[src/rtl/seq_hamming_unit.sv]
// ---------------------------------------------------------------------------
// seq_hamming_unit
//
// Multi-cycle Hamming weight / Hamming distance unit.  An operand word of
// DATA_W bits is counted SLICE_W bits per clock, so the adder logic scales
// with SLICE_W instead of DATA_W.  MODE=0 counts the set bits of A; MODE=1
// counts the set bits of A^B (the distance between A and B).
//
// Ports:
//   clk        - single clock, all state updates on the rising edge
//   rst        - synchronous active-high reset, dominates all other inputs
//   in_valid   - A, B and MODE are valid
//   in_ready   - unit is idle and will accept operands this cycle
//   MODE       - 0: weight of A, 1: distance between A and B
//   A, B       - operands (B ignored when MODE=0)
//   out_valid  - RESULT is valid, held until out_ready is seen
//   out_ready  - consumer accepts RESULT
//   RESULT     - number of set bits, 0..DATA_W
// ---------------------------------------------------------------------------
module seq_hamming_unit #(
  parameter int DATA_W  = 64,
  parameter int SLICE_W = 8,
  parameter int RES_W   = $clog2(DATA_W + 1)
) (
  input  logic              clk,
  input  logic              rst,
  input  logic              in_valid,
  output logic              in_ready,
  input  logic              MODE,
  input  logic [DATA_W-1:0] A,
  input  logic [DATA_W-1:0] B,
  output logic              out_valid,
  input  logic              out_ready,
  output logic [RES_W-1:0]  RESULT
);

  localparam int NSLICE = DATA_W / SLICE_W;
  localparam int CNT_W  = (NSLICE > 1) ? $clog2(NSLICE) : 1;
  // Width of a single-slice count: holds 0..SLICE_W exactly.
  localparam int SC_W   = $clog2(SLICE_W + 1);
  // Adder tree leaf count, rounded up to a power of two; extra leaves are 0.
  localparam int TREE_N = 1 << $clog2(SLICE_W);

  typedef enum logic [1:0] {
    IDLE = 2'd0,
    BUSY = 2'd1,
    DONE = 2'd2
  } state_t;

  state_t              state_q, state_d;
  logic [DATA_W-1:0]   work_q, work_d;
  logic [RES_W-1:0]    acc_q, acc_d;
  logic [CNT_W-1:0]    cnt_q, cnt_d;
  logic [RES_W-1:0]    result_q, result_d;
  logic                out_valid_q, out_valid_d;

  logic [SC_W-1:0]     slice_cnt;
  logic [RES_W-1:0]    slice_sum;

  // Binary adder tree over one slice.  Every node is SC_W bits wide, which
  // already holds the largest possible subtree sum, so nothing is truncated.
  // node[1] is the root; node[TREE_N + i] is leaf i.
  function automatic logic [SC_W-1:0] slice_popcount(input logic [SLICE_W-1:0] s);
    logic [SC_W-1:0] node [1:2*TREE_N-1];
    for (int i = 0; i < TREE_N; i++) begin
      node[TREE_N + i] = '0;
    end
    for (int i = 0; i < SLICE_W; i++) begin
      node[TREE_N + i] = SC_W'(s[i]);
    end
    for (int i = TREE_N - 1; i >= 1; i--) begin
      node[i] = node[2*i] + node[2*i + 1];
    end
    return node[1];
  endfunction

  // The low slice of the work register is always the next one to count.
  assign slice_cnt = slice_popcount(work_q[SLICE_W-1:0]);
  assign slice_sum = acc_q + RES_W'(slice_cnt);

  // Next-state logic for the whole unit.  Operands are captured only on the
  // IDLE accept edge; BUSY shifts one slice out per cycle and the final
  // running sum lands in RESULT as the FSM enters DONE.
  always_comb begin
    state_d     = state_q;
    work_d      = work_q;
    acc_d       = acc_q;
    cnt_d       = cnt_q;
    result_d    = result_q;
    out_valid_d = out_valid_q;

    case (state_q)
      IDLE: begin
        if (in_valid) begin
          work_d  = MODE ? (A ^ B) : A;
          acc_d   = '0;
          cnt_d   = '0;
          state_d = BUSY;
        end
      end

      BUSY: begin
        acc_d  = slice_sum;
        work_d = work_q >> SLICE_W;
        cnt_d  = cnt_q + CNT_W'(1);
        if (cnt_q == CNT_W'(NSLICE - 1)) begin
          result_d    = slice_sum;
          out_valid_d = 1'b1;
          state_d     = DONE;
        end
      end

      DONE: begin
        if (out_ready) begin
          out_valid_d = 1'b0;
          state_d     = IDLE;
        end
      end

      default: begin
        out_valid_d = 1'b0;
        state_d     = IDLE;
      end
    endcase
  end

  // All state lives here; reset wins over any handshake in the same cycle
  // and discards any partially counted word.
  always_ff @(posedge clk) begin
    if (rst) begin
      state_q     <= IDLE;
      work_q      <= '0;
      acc_q       <= '0;
      cnt_q       <= '0;
      result_q    <= '0;
      out_valid_q <= 1'b0;
    end else begin
      state_q     <= state_d;
      work_q      <= work_d;
      acc_q       <= acc_d;
      cnt_q       <= cnt_d;
      result_q    <= result_d;
      out_valid_q <= out_valid_d;
    end
  end

  assign in_ready  = (state_q == IDLE);
  assign out_valid = out_valid_q;
  assign RESULT    = result_q;

endmodule
[config.mk]
export PLATFORM = sky130hd
export DESIGN_NAME = seq_hamming_unit
export DESIGN_NICKNAME = d
export VERILOG_FILES = /design/src/rtl/seq_hamming_unit.sv
export SDC_FILE = /design/constraint.sdc
export NUM_CORES = 1
export LEC_CHECK = 0
export BUFFER_PORTS_ARGS = -buffer_cell sky130_fd_sc_hd__buf_2
export CAP_MARGIN = 20
export CORE_ASPECT_RATIO = 2
export CORE_MARGIN = 2
export CORE_UTILIZATION = 57
export CTS_BUF_LIST = sky130_fd_sc_hd__clkbuf_4
export CTS_CLUSTER_DIAMETER = 50
export DETAILED_ROUTE_END_ITERATION = 8
export GPL_ROUTABILITY_DRIVEN = 0
export PLACE_DENSITY = 0.92
export RECOVER_POWER = 100
export SKIP_CTS_REPAIR_TIMING = 1
export SYNTH_ARGS = -nofsm -noshare
export SYNTH_HDL_FRONTEND = slang
export SYNTH_SLANG_ARGS = --single-unit
[constraint.sdc]
create_clock -name clk -period 8.5 [get_ports clk]
set_input_delay 1.275 -clock clk [delete_from_list [all_inputs] [get_ports clk]]
set_output_delay 1.275 -clock clk [all_outputs]
set_load 0.02 [all_outputs]
==> summary.md <==
| Metric | Value |
|---|---|
| Layout cells sized above 1 | 24.4% |
| Global-route wire length before repair | 17.1 mm |
| Logic depth of the worst register-to-register path | 11 |
| R2R setup slack | 4.83 ns |
| 1st-pass router iterations | 9 |
| Arrival time of the worst setup path | 4.61 ns |
| Register area share after synthesis | 37.7% |
| Clock share of power | 28.0% |
| Worst path top cell family by delay | buffers and inverters |
| Top achievable clock speed | 233 MHz |
| Cell-internal power | 0.640 mW |
| DRT Wirelength | 11.1 mm |
| Total net switching power | 0.275 mW |
| Classification of the worst setup path | primary input to register |
| Total of flip-flops plus latches after synthesis | 84 |
| Count of unique library cells instantiated by Yosys | 40 |
| Clock tree from TritonCTS | done |
| Fraction of synthesized cell area taken by the top area cell type | 37.7% |
| Pin count of the biggest net entering global routing | 92 |
| Actual transition at the worst max-transition pin | 3.56 ns |
| FF-to-FF End | RESULT[6] |
| Number of buffer and inverter instances along the worst setup path | 2 |
| Setup repair after global routing missed its margin | no |
| Startpoint Class | primary input |
| Largest area contributor in the netlist | sky130_fd_sc_hd__dfxtp_1 |
| Critical path cell sequence | buf_2 -> clkbuf_1 -> a2111oi_0 -> a311o_1 |
| Maximum root-to-sink buffer count | 2 |
| Clock Root Buffer | sky130_fd_sc_hd__clkbuf_4 |
| First-iteration detailed-routing DRC count | 420 |
| Final period util | 50.5% |
| Clock insertion delay at the later pin of the skew report | 0.43 ns |
| Count of buffers from port buffering | 141 |
| Maxcap violations | 1 |
| Leading post-synthesis cells by cell area | sky130_fd_sc_hd__dfxtp_1 38%, sky130_fd_sc_hd__nor2_1 9.6%, sky130_fd_sc_hd__xnor2_1 6.5% |
| Critical path data required time | 8.82 ns |
| Number of global-route vias before repair | 3961 |
| Layout overhead on the synthesized area | 16.4% |
| Yosys warning count | 0 |
| Failing checks | max-capacitance violations, max-slew violations |
| Total number of nets in the final design | 784 |
| HP Class | register to register |
| Area of the die | 8590 µm² |
| Global-route total usage across every layer | 25.8% |
| HPWL after detailed placement | 8.10 mm |
| Maximum VDD drop | 0.120 mV |
| Setup Skew | 0.0133 ns |
| Standard cell core area | 7600 µm² |
| Antenna violations before repair | 1 |
| Pwr dens | 176 nW/µm² |
| Worst slew margin relative to its limit | -137% |
| Path length in cells of the critical path | 4 |
| Io pins | 142 |
| Launch instance of the worst register-to-register path | work_q[0] |
| Remaining number of nets flagged by the antenna check after routing | 0 |
| Crit path capture type | register |
| Std-Cell Rows | 45 |
| Sw Ratio | 30.0% |
| CTS HTree Levels | 3 |
| Final setup fails | 0 |
| Status | finished, violations left |
| Cell count after synthesis | 520 |
| Hold Violations, Final | 0 |
| Syn_area_per_cell | 8.58 µm² |
| Routed via count | 4221 |
| # clock sinks | 84 |
| Share of total power in combinational logic | 23.4% |
| Effective utilization at floorplan | 58.7% |
| Final TNS setup | 0 ns |
| Crit path max-delay cell type | sky130_fd_sc_hd__clkbuf_1 |
| Routed vias/inst | 5.72 |
| Post-synthesis instance area | 4460 µm² |
| Die extent in y | 129 µm |
| Overall Power | 0.915 mW |
| Crit path max fanout | 91 |
| Slowest stage delay, CP | 2.49 ns |
| Remaining DRCs | 0 |
| Gr ovfl total | 0 |
| Number of buffers inserted during clock tree synthesis | 9 |
| Average detailed-routed wire length per instance | 15.1 µm |
| Leakage component of the power | 2.32 nW |
| Horizontal die dimension | 66.5 µm |
| Worst setup path startpoint | rst |
| Destination of the critical timing path | RESULT[5] |
| Max-slew violations | 92 |
| Synthesized Nets | 666 |
| Post-layout min period | 4.29 ns |
| Clock edge transition at the registers on the reported setup and hold paths | 0.13 ns |
| Sequential cell fraction of total power | 48.5% |
[tightest hold or removal path: cells and delay by family (launching register included)]
kind            cells  cell delay [ns]
flops               1             0.34
simple gates        1             0.06
compound gates      1             0.05
[power by group through the flow]
stage	Clock (mW)	Sequential, mW	Combinational [mW]
global placement	0	0.450	0.211
detailed placement	0	0.452	0.223
finish	0.257	0.444	0.215
floorplan	0	0.446	0.159
CTS	0.256	0.443	0.225
global route	0.275	0.448	0.237
[worst min path at each step]
stage	slack [ns]	cells past startpoint	startpoint	end
final	0.48	2	RESULT[2]	RESULT[2]
after global routing	0.50	2	RESULT[1]	RESULT[1]
after CTS	0.48	2	RESULT[2]	RESULT[2]
after detailed placement	0.45	2	RESULT[2]	RESULT[2]
after global placement	0.45	2	RESULT[2]	RESULT[2]
after floorplan	0.45	2	acc_q[0]	acc_q[0]
[registers in the layout, summed over array words and instances, names as in the netlist]
register   count
work_q        64
RESULT         7
acc_q          7
cnt_q          3
state_q        2
out_valid      1
[cell families after synthesis]
| kind of cell | Yosys count | share of synthesized area [%] |
|---|---|---|
| AO/OA/AOI/OAI | 92 | 19.8 |
| AND/OR/NAND/NOR | 214 | 19.6 |
| XOR/XNOR | 66 | 13.0 |
| buffers and inverters | 51 | 5.42 |
| flip-flops | 84 | 37.7 |
| adder cells (fa/ha/maj) | 13 | 4.49 |
[stage by stage]
stage | worst slack, ns | area, µm² | std cells | hold WS, ns | util (%)
5_1_grt | 3.88 | 5190 | 738 | 0.504 | 68.3
3_5_place_dp | 5.01 | 5120 | 719 | 0.450 | 67.4
4_1_cts | 4.99 | 5280 | 735 | 0.476 | 69.5
2_1_floorplan | 5.23 | 4460 | 520 | 0.454 | -
3_3_place_gp | 5.12 | 5120 | 719 | 0.448 | 67.4
6_report | 4.21 | 5190 | 738 | 0.478 | 68.3
[per-layer routing]
layer | vias to the layer above | GRT usage, % | wire, µm
met5 | - | 0 | 0
met4 | 0 | 15.6 | 435
met2 | 169 | 47.0 | 6180
met1 | 1976 | 26.6 | 3920
li1 | 2047 | - | -
met3 | 29 | 4.08 | 585
[Yosys cell counts]
library cell	instances
sky130_fd_sc_hd__a2111oi_0	6
sky130_fd_sc_hd__a2111oi_1	10
sky130_fd_sc_hd__a2111oi_2	16
sky130_fd_sc_hd__a211o_1	1
sky130_fd_sc_hd__a211oi_1	2
sky130_fd_sc_hd__a21o_1	2
sky130_fd_sc_hd__a21oi_1	8
sky130_fd_sc_hd__a222oi_1	25
sky130_fd_sc_hd__a22oi_1	12
sky130_fd_sc_hd__a311o_1	1
sky130_fd_sc_hd__a31oi_1	3
sky130_fd_sc_hd__and2_1	2
sky130_fd_sc_hd__buf_1	3
sky130_fd_sc_hd__buf_2	16
sky130_fd_sc_hd__buf_4	2
sky130_fd_sc_hd__buf_6	3
sky130_fd_sc_hd__clkbuf_1	17
sky130_fd_sc_hd__dfxtp_1	84
sky130_fd_sc_hd__fa_1	5
sky130_fd_sc_hd__ha_1	8
sky130_fd_sc_hd__inv_1	10
sky130_fd_sc_hd__nand2_1	73
sky130_fd_sc_hd__nand2b_1	2
sky130_fd_sc_hd__nand3_1	5
sky130_fd_sc_hd__nand3b_1	4
sky130_fd_sc_hd__nand4_1	1
sky130_fd_sc_hd__nand4b_1	1
sky130_fd_sc_hd__nor2_1	114
sky130_fd_sc_hd__nor2b_1	2
sky130_fd_sc_hd__nor3_1	2
sky130_fd_sc_hd__nor3b_1	2
sky130_fd_sc_hd__o2111ai_1	1
sky130_fd_sc_hd__o211a_1	1
sky130_fd_sc_hd__o21a_1	1
sky130_fd_sc_hd__o21ai_0	3
sky130_fd_sc_hd__or2_1	1
sky130_fd_sc_hd__or3_1	2
sky130_fd_sc_hd__or4_1	3
sky130_fd_sc_hd__xnor2_1	33
sky130_fd_sc_hd__xor2_1	33
[final cells by class]
class                      count  area, µm²
tap                           94        118
antenna                        1       2.50
fill                         640       2410
multi-input combinational    385       2440
timing repair buffer         148        759
sequential                    84       1680
clock buffer                   9       67.6
inverter                      10       37.5
clock inverter                 7       90.1
[layout by cell type, fill, tap and decap left out, drive strengths merged, types with 2 or more instances in the layout]
| cell | Yosys | final |
|---|---|---|
| a2111oi | 32 | 32 |
| a211oi | 2 | 2 |
| a21o | 2 | 2 |
| a21oi | 8 | 8 |
| a222oi | 25 | 25 |
| a22oi | 12 | 12 |
| a31oi | 3 | 3 |
| and2 | 2 | 2 |
| buf | 24 | 138 |
| bufinv | 0 | 2 |
| clkbuf | 17 | 19 |
| clkinv | 0 | 3 |
| dfxtp | 84 | 84 |
| fa | 5 | 5 |
| ha | 8 | 8 |
| inv | 10 | 11 |
| nand2 | 73 | 73 |
| nand2b | 2 | 2 |
| nand3 | 5 | 5 |
| nand3b | 4 | 4 |
| nor2 | 114 | 114 |
| nor2b | 2 | 2 |
| nor3 | 2 | 2 |
| nor3b | 2 | 2 |
| o21ai | 3 | 3 |
| or3 | 2 | 2 |
| or4 | 3 | 3 |
| xnor2 | 33 | 33 |
| xor2 | 33 | 33 |
Note: power is estimated with default switching activity, not from simulation.
